**src/rtl/vid_dma_pkg.sv**
```systemverilog
// rtl/vid_dma_pkg.sv - shared types, widths and pixel packing for the video capture DMA
package vid_dma_pkg;

  localparam int CTRL_LEN_W = 8;
  localparam int ADDR_W     = 32;
  localparam logic [3:0] STRB_ALL = 4'hF;

  localparam int PIX_FMT_RGBX = 0;
  localparam int PIX_FMT_XBGR = 1;

  typedef enum logic [1:0] {
    ST_IDLE,
    ST_ARMED,
    ST_CAPTURE
  } state_t;

  // Incoming pixels arrive as {R, B, G}; memory wants R,G,B order in either endianness.
  function automatic logic [31:0] pack_pixel(input logic [23:0] rgb, input int fmt);
    logic [7:0] r;
    logic [7:0] g;
    logic [7:0] b;
    r = rgb[23:16];
    b = rgb[15:8];
    g = rgb[7:0];
    return (fmt == PIX_FMT_XBGR) ? {8'hFF, b, g, r} : {r, g, b, 8'hFF};
  endfunction

endpackage

```
**src/rtl/vid_capture_dma_if.sv**
```systemverilog
// rtl/vid_capture_dma_if.sv - DRAM write port: data beats, burst commands, command FIFO full
interface vid_capture_dma_if;
  import vid_dma_pkg::*;

  logic [35:0]                  data_in;
  logic                         data_we;
  logic [CTRL_LEN_W+ADDR_W-1:0] ctrl_in;
  logic                         ctrl_we;
  logic                         ctrl_full;

  modport master (output data_in, data_we, ctrl_in, ctrl_we, input ctrl_full);
  modport slave  (input data_in, data_we, ctrl_in, ctrl_we, output ctrl_full);
endinterface

```
**src/rtl/burst_gen.sv**
```systemverilog
// rtl/burst_gen.sv - counts registered beats and emits one {len, addr} command per burst
module burst_gen
  import vid_dma_pkg::*;
#(
  parameter int BURST_LEN = 64
) (
  input  logic                         clk,
  input  logic                         rst_n,
  input  logic                         beat_valid,
  input  logic                         beat_last,
  input  logic [ADDR_W-1:0]            beat_addr,
  input  logic                         flush,
  output logic [CTRL_LEN_W+ADDR_W-1:0] ctrl_in,
  output logic                         ctrl_we
);

  localparam logic [CTRL_LEN_W-1:0] LEN_MAX = CTRL_LEN_W'(BURST_LEN);

  logic [CTRL_LEN_W-1:0] burst_cnt;
  logic [CTRL_LEN_W-1:0] cnt_inc;
  logic [ADDR_W-1:0]     burst_addr;
  logic [ADDR_W-1:0]     cmd_addr;
  logic                  emit;

  // Beat and terminating event may land on the same edge; fold them into one command.
  always_comb begin
    cnt_inc  = burst_cnt + {{(CTRL_LEN_W-1){1'b0}}, beat_valid};
    cmd_addr = (burst_cnt == '0) ? beat_addr : burst_addr;
    emit     = (cnt_inc != '0) &&
               ((cnt_inc == LEN_MAX) || (beat_valid && beat_last) || flush);
  end

  always_ff @(posedge clk or negedge rst_n) begin
    if (!rst_n) begin
      burst_cnt  <= '0;
      burst_addr <= '0;
      ctrl_in    <= '0;
      ctrl_we    <= 1'b0;
    end else begin
      ctrl_we <= emit;
      if (emit) ctrl_in <= {cnt_inc, cmd_addr};
      burst_cnt <= emit ? '0 : cnt_inc;
      if (beat_valid && burst_cnt == '0) burst_addr <= beat_addr;
    end
  end

endmodule

```
**src/rtl/vid_capture_dma.sv**
```systemverilog
// rtl/vid_capture_dma.sv - DE-qualified RGB capture into ping-pong DRAM frame buffers
module vid_capture_dma
  import vid_dma_pkg::*;
#(
  parameter int          WIDTH     = 1600,
  parameter int          HEIGHT    = 1200,
  parameter int          BURST_LEN = 64,
  parameter logic [31:0] BASE0     = 32'h0000_0000,
  parameter logic [31:0] BASE1     = 32'h0080_0000,
  parameter int          PIX_FMT   = 0
) (
  input  logic                      clk,
  input  logic                      rst_n,
  input  logic                      vsync_n,
  input  logic                      hsync,
  input  logic                      de,
  input  logic [23:0]               rgb_data,
  input  logic                      cap_start,
  input  logic                      cap_cont,
  input  logic                      cap_stop,
  vid_capture_dma_if.master         dram,
  output logic                      busy,
  output logic                      frame_done,
  output logic                      frame_buf,
  output logic                      overflow
);

  localparam int XW = $clog2(WIDTH + 1);
  localparam int YW = $clog2(HEIGHT + 1);
  localparam logic [XW-1:0]     X_END      = XW'(WIDTH);
  localparam logic [XW-1:0]     X_LAST     = XW'(WIDTH - 1);
  localparam logic [YW-1:0]     Y_END      = YW'(HEIGHT);
  localparam logic [ADDR_W-1:0] LINE_BYTES = ADDR_W'(WIDTH * 4);

  state_t            state;
  logic              vs_prev, de_prev, buf_sel, cont, stop_seen;
  logic [XW-1:0]     x_cnt;
  logic [YW-1:0]     y_cnt;
  logic [ADDR_W-1:0] line_addr;
  logic              beat_valid, beat_last;
  logic [ADDR_W-1:0] beat_addr;
  logic [35:0]       data_q;
  logic              vs_rise, de_fall, frame_end, cap_de;
  logic [ADDR_W-1:0] pix_addr;

  assign vs_rise   = ~vsync_n & ~vs_prev;
  assign de_fall   = de_prev & ~de;
  assign frame_end = (state == ST_CAPTURE) && vs_rise;
  assign cap_de    = (state == ST_CAPTURE) && de && (x_cnt < X_END) && (y_cnt < Y_END);
  assign pix_addr  = line_addr + (ADDR_W'(x_cnt) << 2);
  assign busy      = (state != ST_IDLE);
  assign dram.data_we = beat_valid;
  assign dram.data_in = data_q;

  always_ff @(posedge clk or negedge rst_n) begin
    if (!rst_n) begin
      vs_prev <= 1'b0;
      de_prev <= 1'b0;
      x_cnt   <= '0;
    end else begin
      vs_prev <= ~vsync_n;
      de_prev <= de;
      if (hsync) x_cnt <= '0;
      else if (de && x_cnt != X_END) x_cnt <= x_cnt + 1'b1;
    end
  end

  always_ff @(posedge clk or negedge rst_n) begin
    if (!rst_n) begin
      state      <= ST_IDLE;
      buf_sel    <= 1'b0;
      cont       <= 1'b0;
      stop_seen  <= 1'b0;
      y_cnt      <= '0;
      line_addr  <= '0;
      frame_done <= 1'b0;
      frame_buf  <= 1'b0;
      overflow   <= 1'b0;
    end else begin
      frame_done <= 1'b0;
      if (dram.ctrl_we && dram.ctrl_full) overflow <= 1'b1;
      case (state)
        ST_IDLE: if (cap_start) begin
          state     <= ST_ARMED;
          cont      <= cap_cont;
          stop_seen <= 1'b0;
          overflow  <= 1'b0;
        end
        ST_ARMED: if (cap_stop) begin
          state <= ST_IDLE;
        end else if (vs_rise) begin
          state     <= ST_CAPTURE;
          line_addr <= buf_sel ? BASE1 : BASE0;
          y_cnt     <= '0;
        end
        ST_CAPTURE: begin
          if (cap_stop) stop_seen <= 1'b1;
          if (vs_rise) begin
            frame_done <= 1'b1;
            frame_buf  <= buf_sel;
            buf_sel    <= ~buf_sel;
            line_addr  <= buf_sel ? BASE0 : BASE1;
            y_cnt      <= '0;
            if (!cont || stop_seen || cap_stop) state <= ST_IDLE;
          end else if (de_fall) begin
            line_addr <= line_addr + LINE_BYTES;
            if (y_cnt != Y_END) y_cnt <= y_cnt + 1'b1;
          end
        end
        default: state <= ST_IDLE;
      endcase
    end
  end

  // Beat stage: everything downstream (data port, burst counter) sees pixels one cycle late.
  always_ff @(posedge clk or negedge rst_n) begin
    if (!rst_n) begin
      beat_valid <= 1'b0;
      beat_last  <= 1'b0;
      beat_addr  <= '0;
      data_q     <= '0;
    end else begin
      beat_valid <= cap_de;
      beat_last  <= cap_de && (x_cnt == X_LAST);
      if (cap_de) begin
        beat_addr <= pix_addr;
        data_q    <= {STRB_ALL, pack_pixel(rgb_data, PIX_FMT)};
      end
    end
  end

  burst_gen #(.BURST_LEN(BURST_LEN)) u_burst_gen (
    .clk        (clk),
    .rst_n      (rst_n),
    .beat_valid (beat_valid),
    .beat_last  (beat_last),
    .beat_addr  (beat_addr),
    .flush      (de_fall | frame_end),
    .ctrl_in    (dram.ctrl_in),
    .ctrl_we    (dram.ctrl_we)
  );

endmodule
```
**src/flat_wrapper.sv**
```systemverilog
// flat-port wrapper written by rule: the top's interface ports become plain ports
module vid_capture_dma_flat import vid_dma_pkg::*;
#(
  parameter int          WIDTH     = 1600,
  parameter int          HEIGHT    = 1200,
  parameter int          BURST_LEN = 64,
  parameter logic [31:0] BASE0     = 32'h0000_0000,
  parameter logic [31:0] BASE1     = 32'h0080_0000,
  parameter int          PIX_FMT   = 0
)
  (clk, rst_n, vsync_n, hsync, de, rgb_data, cap_start, cap_cont, cap_stop, busy, frame_done, frame_buf, overflow, dram_data_in, dram_data_we, dram_ctrl_in, dram_ctrl_we, dram_ctrl_full);
  vid_capture_dma_if dram_i ();
  input  logic clk;
  input  logic rst_n;
  input  logic vsync_n;
  input  logic hsync;
  input  logic de;
  input  logic [23:0] rgb_data;
  input  logic cap_start;
  input  logic cap_cont;
  input  logic cap_stop;
  output logic busy;
  output logic frame_done;
  output logic frame_buf;
  output logic overflow;
  output wire logic [$bits(dram_i.data_in)-1:0] dram_data_in;
  output wire logic [$bits(dram_i.data_we)-1:0] dram_data_we;
  output wire logic [$bits(dram_i.ctrl_in)-1:0] dram_ctrl_in;
  output wire logic [$bits(dram_i.ctrl_we)-1:0] dram_ctrl_we;
  input wire logic [$bits(dram_i.ctrl_full)-1:0] dram_ctrl_full;
  assign dram_data_in = dram_i.data_in;
  assign dram_data_we = dram_i.data_we;
  assign dram_ctrl_in = dram_i.ctrl_in;
  assign dram_ctrl_we = dram_i.ctrl_we;
  assign dram_i.ctrl_full = dram_ctrl_full;
  vid_capture_dma #(.WIDTH(WIDTH), .HEIGHT(HEIGHT), .BURST_LEN(BURST_LEN), .BASE0(BASE0), .BASE1(BASE1), .PIX_FMT(PIX_FMT)) u_core (.clk(clk), .rst_n(rst_n), .vsync_n(vsync_n), .hsync(hsync), .de(de), .rgb_data(rgb_data), .cap_start(cap_start), .cap_cont(cap_cont), .cap_stop(cap_stop), .dram(dram_i), .busy(busy), .frame_done(frame_done), .frame_buf(frame_buf), .overflow(overflow));
endmodule
```
**config.mk**
```make
export PLATFORM = sky130hd
export DESIGN_NAME = vid_capture_dma_flat
export DESIGN_NICKNAME = d
export VERILOG_FILES = /design/src/rtl/vid_dma_pkg.sv /design/src/rtl/vid_capture_dma_if.sv /design/src/rtl/burst_gen.sv /design/src/rtl/vid_capture_dma.sv /design/src/flat_wrapper.sv
export SDC_FILE = /design/constraint.sdc
export NUM_CORES = 1
export LEC_CHECK = 0
export ABC_AREA = 1
export CORE_MARGIN = 8
export CORE_UTILIZATION = 42
export DETAILED_ROUTE_END_ITERATION = 10
export PLACE_DENSITY = 0.71
export SLEW_MARGIN = 30
export SYNTH_ARGS = -nofsm -noshare
export SYNTH_HDL_FRONTEND = slang
export SYNTH_SLANG_ARGS = --single-unit
```
**constraint.sdc**
```tcl
create_clock -name clk -period 3.3 [get_ports clk]
set_input_delay 0.66 -clock clk [delete_from_list [all_inputs] [get_ports clk]]
set_output_delay 0.66 -clock clk [all_outputs]
set_load 0.005 [all_outputs]
```
==> metrics.md, run 1 <==
| Metric | Value |
|---|---|
| Outcome | `complete, no violations` |
| First-pass GRT wire length | `38,400 um` |
| DR vias/cell | `4.92` |
| Cts repair resizes | `0` |
| RSZ-0062 raised after global routing | `no` |
| Wire per inst | `13.8 um` |
| Max incr delay on CP | `0.47 ns` |
| Fraction of registers with async set/reset | `100%` |
| Hold buffers post-CTS | `0` |
| Synth warnings | `0` |
| WS Path Type | `flop to flop` |
| Clk_lat worst skew | `0.44 ns` |
| Worst-path maximum fanout | `35` |
| Critical path's slowest cell | `dfrtp_1` |
| Die height | `~170 um` |
| Worst R2R Path Depth | `12` |
| # rows | `55` |
| Final WL | `22,200 um` |
| Maximum clock frequency | `between 300 and 400 MHz` |
| # nets final | `1,356` |
| CORE AREA | `22,700 sq um` |
| H-tree depth | `4` |
| Residual DRC | `0` |
| Num CTS Buffers | `17` |
| Final Skew | `0.0155 ns` |
| Worst EP required | `around 3.7 ns` |
| Post-synthesis sequential element count | `190` |
| Post-route ant nets | `0` |
| GRT Residual Overflow | `0` |
| Pre-CTS WS | `0.675 ns` |
| P&R area growth vs syn | `18.9%` |
| Crit path DAT | `2.88 ns` |
| Register-to-register path setup slack | `0.80 ns` |
| Layout cells sized above 1 | `6.50%` |
| Pin count of the biggest net entering global routing | `69` |
| GPL Wtd Cong | `0.915` |
| Crit start category | `flop` |
| Vias in the first global route | `7,654` |
| Pwr/cell area | `676 nW/um^2` |
| R2r startpoint | `u_core.dram.data_we` |
| PortBufs | `112` |
| Period utilization | `around three quarters` |
| DR iter-0 viols | `650` |
| Filler Cell Count | `2,156` |
| Total GRT Usage | `between 10% and 20%` |
| Clock root buffer | `clkbuf_16` |
| Final WS setup | `between 0.7 and 0.8 ns` |
| Leak | `0.00567 uW` |
| Mean area per synthesized cell | `around 8 sq um` |
| Clock transition at path regs | `roughly 0.080 ns` |
| Initial antenna violation count | `0` |
| Most frequent cells in the layout | `387 x nand2_1, 190 x dfrtp_1, 133 x inv_1` |
| Max IR drop VDD | `320 uV` |
| Max-slew headroom | `55.1%` |
| R2R Path End | `u_core.u_burst_gen.ctrl_in[17]` |
| First-pass DRT Iterations | `7` |
| Min-delay worst type | `primary input to asynchronous set/reset pin` |
| Synth unique cells | `44` |
| Vias | `7,917` |
| N_diodes | `0` |
| CTS tree | `done` |
| Syn Inst Count | `between 1,000 and 1,500` |
| Endpoints failing setup | `0` |
| Sequential-to-total area share from yosys stat | `48.8%` |
| Commonest non-fill, non-tap cell in the layout | `nand2_1` |
| Initial core utilization | `42.9%` |
| Post-CTS setup buffers | `0` |
| Ys flop type | `dfrtp_1` |
| Die area | `between 20,000 and 30,000 sq um` |
| Fin crit period | `2.50 ns` |
| Cell Area, Synth | `9750 sq um` |
| CTS Sinks | `190` |
| Measured slew at the worst slew-check pin | `0.671 ns` |
| Max-cap violations | `0` |
| Critical Path End Type | `flop` |
| Crit path cell chain | `ha_1, ha_1, nand3_1, nand2_1, nand2_1, nand2_1, nor2_4, nand3_4, nand2_4, buf_4, nand3_1, nand2_1` |
| Setup TNS | `0 ns` |
| Max Slew Vio Count | `0` |
| EDFF count, synth | `0` |
| Fin. Hold Viols | `0` |
| Die X | `168 um` |
| Crit path top cell by count | `nand2_1` |
| IO Count | `roughly 120` |
| HPWL after DPL | `around 16,000 um` |
| Clk buf depth | `2` |
[state kept, by name, indices dropped and copies added, names as in the netlist, 8 cells and up]
register                       count
u_core.u_burst_gen.burst_addr     30
u_core.y_cnt                      11
u_core.x_cnt                      11
u_core.beat_addr                  30
u_core.u_burst_gen.ctrl_in        38
u_core.u_burst_gen.burst_cnt       8
u_core.dram.data_in               25
u_core.line_addr                  24
[routing by layer]
metal | vias to the layer above | routed length, um | track usage (%) | share of wire, %
met3 | 21 | 1330 | 4.05 | 6.0
met4 | 0 | 223 | 4.23 | 1.0
li1 | 4054 | - | - | -
met5 | - | 0 | 0 | 0
met2 | 185 | 10100 | 25.4 | 45
met1 | 3657 | 10600 | 22.2 | 48
[report_power, final]
group	internal, uW	leakage [uW]	total (uW)	switching (uW)
sequential	2910	0.00255	3340	437
combinational	1200	0.00285	2430	1230
clock	1090	0.000276	2070	977
[logic make-up after synthesis]
logic type	Yosys count	synth area share, %
AOI/OAI and AO/OA	117	6.25
buffers and inverters	189	8.74
xor gates and xnor gates	20	1.80
adders and majority gates	13	1.67
and+or+nand+nor	669	30.4
other	1	0.0385
muxes	20	2.31
DFF	190	48.8
[cell usage after synthesis, drive strengths merged (2+ instances only)]
cell type	number	area, sq um
nand2	396	1520
dfrtp	190	4750
inv	135	507
nand3	118	708
nor2	99	389
o21ai	79	395
buf	36	278
a21oi	27	135
nor3	26	141
mux2	20	225
nand4	19	134
clkbuf	17	63.8
ha	13	163
xor2	12	105
xnor2	8	70.1
a31oi	5	31.3
or2	5	31.3
nand3b	3	22.5
and3	2	12.5
[layout make-up]
type / instances / area [sq um] / share of cell area (%)
flip-flops and latches: 190 / 4750 / 41.0
multi-input cells: 842 / 4150 / 35.8
repair buffers: 123 / 1230 / 10.6
inverters: 136 / 510 / 4.40
clock buffers: 19 / 443 / 3.82
well taps: 285 / 357 / 3.08
clock inverters: 13 / 143 / 1.23
[metrics by stage]
stage | area, sq um | power, uW | util, % | hold slack (ns) | instances
finish | 11600 | 7840 | 51.0 | 0.209 | 1608
CTS | 11600 | 7940 | 51.0 | 0.231 | 1608
global placement | 11000 | 5780 | 48.5 | 0.461 | 1576
detailed placement | 11000 | 5830 | 48.5 | 0.464 | 1576
floorplan | 9750 | 4730 | - | 0.364 | 1221
global route | 11600 | 8390 | 51.0 | 0.254 | 1608
[worst max-delay path, delay by kind of cell, from the launching register on]
| kind | cells | cell delay (ns) |
|---|---|---|
| adder cells (fa/ha/maj) | 2 | 0.52 |
| buffers and inverters | 1 | 0.41 |
| flip-flops | 1 | 0.47 |
| AND/OR/NAND/NOR | 9 | 1.01 |
[how the worst max path moves through the flow]
| stage | from | endpoint | cells past startpoint |
|---|---|---|---|
| after detailed placement | vsync_n | u_core.y_cnt[6] | 8 |
| final | u_core.dram.data_we | u_core.u_burst_gen.ctrl_in[17] | 12 |
| after CTS | u_core.dram.data_we | u_core.u_burst_gen.ctrl_in[10] | 12 |
| after floorplan | u_core.dram.data_we | u_core.u_burst_gen.ctrl_in[35] | 13 |
| after global routing | u_core.dram.data_we | u_core.u_burst_gen.ctrl_in[14] | 12 |
| after global placement | vsync_n | u_core.line_addr[28] | 10 |
Power figures use the tool's default switching activity.
==> inputs of run 2 (changes only) <==
--- a/config.mk
+++ b/config.mk
@@ -9,7 +9,7 @@
 export CORE_MARGIN = 8
 export CORE_UTILIZATION = 42
 export DETAILED_ROUTE_END_ITERATION = 10
-export PLACE_DENSITY = 0.71
+export PLACE_DENSITY = 0.73
 export SLEW_MARGIN = 30
 export SYNTH_ARGS = -nofsm -noshare
 export SYNTH_HDL_FRONTEND = slang
==> constraint.sdc (replaced) <==
create_clock -name clk -period 2.15 [get_ports clk]
set_input_delay 0.43 -clock clk [delete_from_list [all_inputs] [get_ports clk]]
set_output_delay 0.43 -clock clk [all_outputs]
set_load 0.005 [all_outputs]
==> run 2 against run 1 <==
Sequential power is 54% higher. Global-route usage grew 0.54 points. Clock power rose by 57%. Cell area is 3.7% higher. Largest cell class unchanged. Critical path depth grew 1. Die area stayed put. Largest power group unchanged. Wire length grew 5.9%. Cell count increased by 1.9%. Sequential share of layout area shrank 1.5 points. Flip-flop and latch count stayed put.
==> metrics.md, run 2 (same netlist as run 1, synthesis figures left out) <==
| Metric | Value |
|---|---|
| Measured slew at the worst slew-check pin | `0.577 ns (was 0.671 ns)` |
| WS Path Type | `flop to flop (unchanged)` |
| DR iter-0 viols | `616 (was 650)` |
| Pwr/cell area | `1040 nW/um^2 (was 676 nW/um^2)` |
| Worst EP required | `2.47 ns (was 3.68 ns)` |
| Worst R2R Path Depth | `13 (was 12)` |
| Min-delay worst type | `flop to flop (was primary input to asynchronous set/reset pin)` |
| Die height | `168 um (unchanged)` |
| Commonest non-fill, non-tap cell in the layout | `nand2_1 (unchanged)` |
| Pin count of the biggest net entering global routing | `64 (was 69)` |
| First-pass DRT Iterations | `5 (was 7)` |
| GPL Wtd Cong | `0.909 (was 0.915)` |
| HPWL after DPL | `16,800 um (was 16,000 um)` |
| Clk_lat worst skew | `0.44 ns (about the same)` |
| Final Core Density | `52.9% (was 51.0%)` |
| Max reg flops | `38 (unchanged)` |
| Most frequent cells in the layout | `384 x nand2_1, 190 x dfrtp_1, 133 x inv_1 (was 387 x nand2_1, 190 x dfrtp_1, 133 x inv_1)` |
| Max Slew Vio Count | `0 (unchanged)` |
| Fin. Hold Viols | `0 (unchanged)` |
| CORE AREA | `22,700 sq um (unchanged)` |
| Max incr delay on CP | `0.40 ns (was 0.47 ns)` |
| PortBufs | `112 (unchanged)` |
| Post-Place Cell Area | `11,300 sq um (was 11,000 sq um)` |
| Crit path DAT | `2.35 ns (was 2.88 ns)` |
| Wire per inst | `14.3 um (was 13.8 um)` |
| Sw power | `4200 uW (was 2640 uW)` |
| Finished Cell Area | `12,000 sq um (was 11,600 sq um)` |
| N_diodes | `0 (unchanged)` |
| Clock transition at path regs | `0.08 ns (about the same)` |
| CTS Sinks | `190 (unchanged)` |
| Vias in the first global route | `7,881 (was 7,654)` |
| Net Sw Frac | `33.7% (about the same)` |
| Pre-CTS WS | `-0.0576 ns (was 0.675 ns)` |
| Critical Path End Type | `flop (unchanged)` |
| # nets final | `1,387 (was 1,356)` |
| Fin crit period | `2.03 ns (was 2.50 ns)` |
| Final WL | `23,500 um (was 22,200 um)` |
| Worst path top cell family by delay | `simple AND/OR/NAND/NOR gates (unchanged)` |
| Leak | `0.00587 uW (was 0.00567 uW)` |
| Hold WS | `0.479 ns (was 0.209 ns)` |
| Die area | `28,300 sq um (unchanged)` |
| First-pass GRT wire length | `39,300 um (was 38,400 um)` |
| Power Total | `12,500 uW (was 7840 uW)` |
| Critical path buffers and inverters | `2 (was 1)` |
| Post-route ant nets | `0 (unchanged)` |
| CTS tree | `done (unchanged)` |
| Clk buf depth | `2 (unchanged)` |
| Initial antenna violation count | `0 (unchanged)` |
| Worst-path maximum fanout | `21 (was 35)` |
| Initial core utilization | `42.9% (unchanged)` |
| Outcome | `complete, no violations (unchanged)` |
| Total GRT Usage | `16.8% (was 16.3%)` |
| Max-cap violations | `0 (unchanged)` |
| Endpoints failing setup | `0 (unchanged)` |
| Die X | `168 um (unchanged)` |
| Max IR drop VDD | `474 uV (was 320 uV)` |
| Internal power | `8260 uW (was 5200 uW)` |
| Num CTS Buffers | `17 (unchanged)` |
| Crit path top cell by count | `nand2_1 (unchanged)` |
| CP Depth | `13 (was 12)` |
| Period utilization | `94.4% (was 75.8%)` |
| Seq pwr share | `41.1% (was 42.6%)` |
| Comb power frac | `32.8% (was 30.9%)` |
| IO Count | `115 (unchanged)` |
| Top Registers | `u_core.u_burst_gen.ctrl_in x38, u_core.beat_addr x30, u_core.u_burst_gen.burst_addr x30 (unchanged)` |
| Layout cells sized above 1 | `9.16% (was 6.50%)` |
| Register with the most flip-flops | `u_core.u_burst_gen.ctrl_in (unchanged)` |
| Critical path's slowest cell | `dfrtp_1 (unchanged)` |
| # rows | `55 (unchanged)` |
| Crit start category | `flop (unchanged)` |
| Clock root buffer | `clkbuf_16 (unchanged)` |
| Final WS setup | `0.121 ns (was 0.799 ns)` |
| H-tree depth | `4 (unchanged)` |
| DR vias/cell | `4.97 (was 4.92)` |
| Max-slew headroom | `61.5% (was 55.1%)` |
| Maximum clock frequency | `493 MHz (was 400 MHz)` |
| P&R area growth vs syn | `23.4% (was 18.9%)` |
| Hold Path Depth | `2` |
| GRT Residual Overflow | `0 (unchanged)` |
| Residual DRC | `0 (unchanged)` |
| Final Skew | `0.0126 ns (was 0.0155 ns)` |
| Clock Power Share | `26.1% (was 26.4%)` |
| Vias | `8,153 (was 7,917)` |
| Crit path cell chain | `ha_2, ha_4, inv_1, nand2_1, nor2_2, nand2_2, nor2_4, nand3_4, nand2_8, nand2_8, buf_12, nand2_1, nand2_1 (was ha_1, ha_1, nand3_1, nand2_1, nand2_1, nand2_1, nor2_4, nand3_4, nand2_4, buf_4, nand3_1, nand2_1)` |
## run 2: changes by cell type in the layout (fill, tap and decap cells not counted), sizes merged
cell / delta
buf: +29
bufinv: +1
clkinv: +5
clkinvlp: -1
dlygate4sd3: +1
inv: -4
## run 2: power groups by stage
stage / Combinational, uW / Sequential (uW) / Clock (uW)
6_report: 4090 / 5130 / 3250
5_1_grt: 4550 / 5240 / 3480
4_1_cts: 4020 / 5120 / 3320
3_5_place_dp: 3970 / 5160 / 0
3_3_place_gp: 3900 / 5130 / 0
2_1_floorplan: 2200 / 5060 / 0
## run 2: path summary, 6_finish.rpt
| path | startpoint | end | slack [ns] |
|---|---|---|---|
| hold / removal | u_core.dram.data_in[9] | u_core.dram.data_in[9] | 0.48 |
| max in group asynchronous | rst_n | u_core.beat_addr[23] | 0.88 |
| setup / recovery | u_core.u_burst_gen.burst_cnt[0] | u_core.u_burst_gen.ctrl_in[27] | 0.12 |
| min in group asynchronous | rst_n | u_core.u_burst_gen.burst_cnt[5] | 0.54 |
| hold reg to reg | u_core.dram.data_in[9] | u_core.dram.data_in[9] | 0.48 |
| setup reg to reg | u_core.u_burst_gen.burst_cnt[0] | u_core.u_burst_gen.ctrl_in[27] | 0.12 |
## run 2: stage by stage
stage / std cells / setup TNS, ns
global placement: 1603 / -0.121
floorplan: 1221 / 0
detailed placement: 1603 / -0.308
global route: 1639 / -0.00552
CTS: 1636 / 0
finish: 1639 / 0
## run 2: routing by layer
metal | part of all wire [%] | up-vias | global-route usage, %
met4 | 1.2 | 0 | 4.58
met1 | 47 | 3814 | 22.6
met5 | 0 | - | 0
met2 | 46 | 205 | 26.9
li1 | - | 4113 | -
met3 | 5.3 | 21 | 3.72
## run 2: final cells by class
type / count / area, sq um
flip-flops and latches: 190 / 4750
clock buffers: 18 / 429
well taps: 285 / 357
multi-input cells: 842 / 4210
inverters: 136 / 510
fillers: 2104 / 10700
repair buffers: 154 / 1590
clock inverters: 14 / 181
## run 2: worst min-delay path, stage by stage (launching register included)
cell     delay, ns
dfrtp_1       0.34
nand2_1       0.05
nand2_1       0.05
## run 2: repair_timing
item | 4_1_cts | 5_1_grt
setup buffers | 0 | 2
hold endpoints to repair | 12 | 0
endpoints found under the setup margin | 0 | 50
hold buffers | 1 | 0
gates resized for setup | 0 | 11
==> RTL change (config.mk and constraints of run 2) <==
Encoding of `state_t`: now one-hot (3 bits for 3 states).
--- a/src/rtl/vid_dma_pkg.sv
+++ b/src/rtl/vid_dma_pkg.sv
@@ -8,10 +8,10 @@
   localparam int PIX_FMT_RGBX = 0;
   localparam int PIX_FMT_XBGR = 1;
 
-  typedef enum logic [1:0] {
-    ST_IDLE,
-    ST_ARMED,
-    ST_CAPTURE
+  typedef enum logic [2:0] {
+    ST_IDLE    = 3'b001,
+    ST_ARMED   = 3'b010,
+    ST_CAPTURE = 3'b100
   } state_t;
 
   // Incoming pixels arrive as {R, B, G}; memory wants R,G,B order in either endianness.
Formal check against the unedited RTL: no difference found for any inputs over 4 cycles, from zero or initial values and one cycle with rst_n low; so few cycles prove little.
==> RTL change against run 2 <==
Core utilization fell by 0.50 points. Global-route usage rose by 0.094 points. Non-clock buffer count did not move. Largest cell class unchanged. Worst setup slack got worse by 6.1 ps. Routed wire length fell by 0.71%. Total power rose by 3.9%. Design area fell by 2.1%. Critical path depth fell by 9. Clock power fell by 6%. Highest routed layer unchanged. Sequential power fell by 3%. Clock skew fell by 2.3 ps. Synthesized area fell by 2.2%. Sequential cell count rose by 1. Combinational power rose by 21%.
==> RTL change: results (changes against run 2) <==
Timing
The final worst clock skew was 10.3 ps (was 12.6 ps). The final critical-path required period came to 2040 ps (was 2030 ps). The worst hold slack after final layout is 474 ps (was 479 ps). The worst-case headroom to the max-slew limit is 0.621 (was 0.615).

Pwr
The internal cell power was 8080 uW (was 8260 uW). The leakage power is 0.00593 uW (was 0.00587 uW). The power density of the placed cells was 1100 nW/um^2 (was 1040 nW/um^2). The largest voltage drop on the vdd net came to 1.06 mV (was 0.474 mV). The logic gate share of total power is 0.381 (was 0.328).

Placed design
The global placement routability congestion is 0.904 (was 0.909). The post-placement cell count is 1584 (was 1603).

Critical path
The maximum single-stage delay on the critical path is 530 ps (was 400 ps). The slowest cell on the critical path is sky130_fd_sc_hd__dfstp_2 (was sky130_fd_sc_hd__dfrtp_1). The capturing instance or port of the critical path is busy (was u_core.u_burst_gen.ctrl_in[27]$_DFFE_PN0P_).

The capture point of the worst reg-to-reg path is u_core.u_burst_gen.ctrl_in[2]$_DFFE_PN0P_ (was u_core.u_burst_gen.ctrl_in[27]$_DFFE_PN0P_). The largest driver fanout on the critical path was 3 (was 21).

Global route
The number of global-route vias before repair is 7849 (was 7881). The global routing usage on met2 is 0.278 (was 0.269). The first-pass GRT wire length came to 39400 microns (was 39300 microns).

Yosys
The number of library cell types mapped by synthesis is 38 (was 44). The sequential share of the synthesized area is 0.502 (was 0.488). Cell types with the highest counts after synthesis: 410 x sky130_fd_sc_hd__nand2_1, 190 x sky130_fd_sc_hd__dfrtp_1, 103 x sky130_fd_sc_hd__nand3_1, 100 x sky130_fd_sc_hd__inv_1, 100 x sky130_fd_sc_hd__nor2_1 (was 388 x sky130_fd_sc_hd__nand2_1, 190 x sky130_fd_sc_hd__dfrtp_1, 133 x sky130_fd_sc_hd__inv_1, 96 x sky130_fd_sc_hd__nand3_1, 96 x sky130_fd_sc_hd__nor2_1).

Clocking
The number of gates given a new drive strength after cts is 2 (was 0).

Outcome
Status: completed (unchanged).

Finish
The layout net count is 1368 (was 1387). The final standard cell count with taps included and fillers excluded was 1621 (was 1639).

Drt
The first-iteration detailed-routing DRC count was 558 (was 616).
==> RTL change: cell families (layout without fill, tap and decap cells) <==
kind of cell | Yosys count | in the layout | share of synthesized area
AND/OR/NAND/NOR | 687 | 687 | 0.303
flip-flops | 191 | 191 | 0.502
buffers and inverters | 159 | 289 | 0.0755
AO/OA/AOI/OAI | 119 | 119 | 0.0646
multiplexers | 22 | 22 | 0.0260
XOR/XNOR | 14 | 14 | 0.0129
adder cells (fa/ha/maj) | 12 | 12 | 0.0158
other | 1 | 2 | 0.000394
==> RTL change: worst max-delay path: cells and delay by family, from the launching register on <==
family / cells / cell delay, ps
and+or+nand+nor: 1 / 210
DFF: 1 / 530
buffers and inverters: 3 / 430
==> RTL change: cell type report <==
type / count / area [sq um] / share of cell area
tap: 285 / 357 / 0.0303
clock inverter: 14 / 133 / 0.0113
inverter: 103 / 387 / 0.0329
sequential: 191 / 4780 / 0.406
timing repair buffer: 154 / 1590 / 0.135
clock buffer: 18 / 439 / 0.0373
multi-input combinational: 856 / 4080 / 0.346
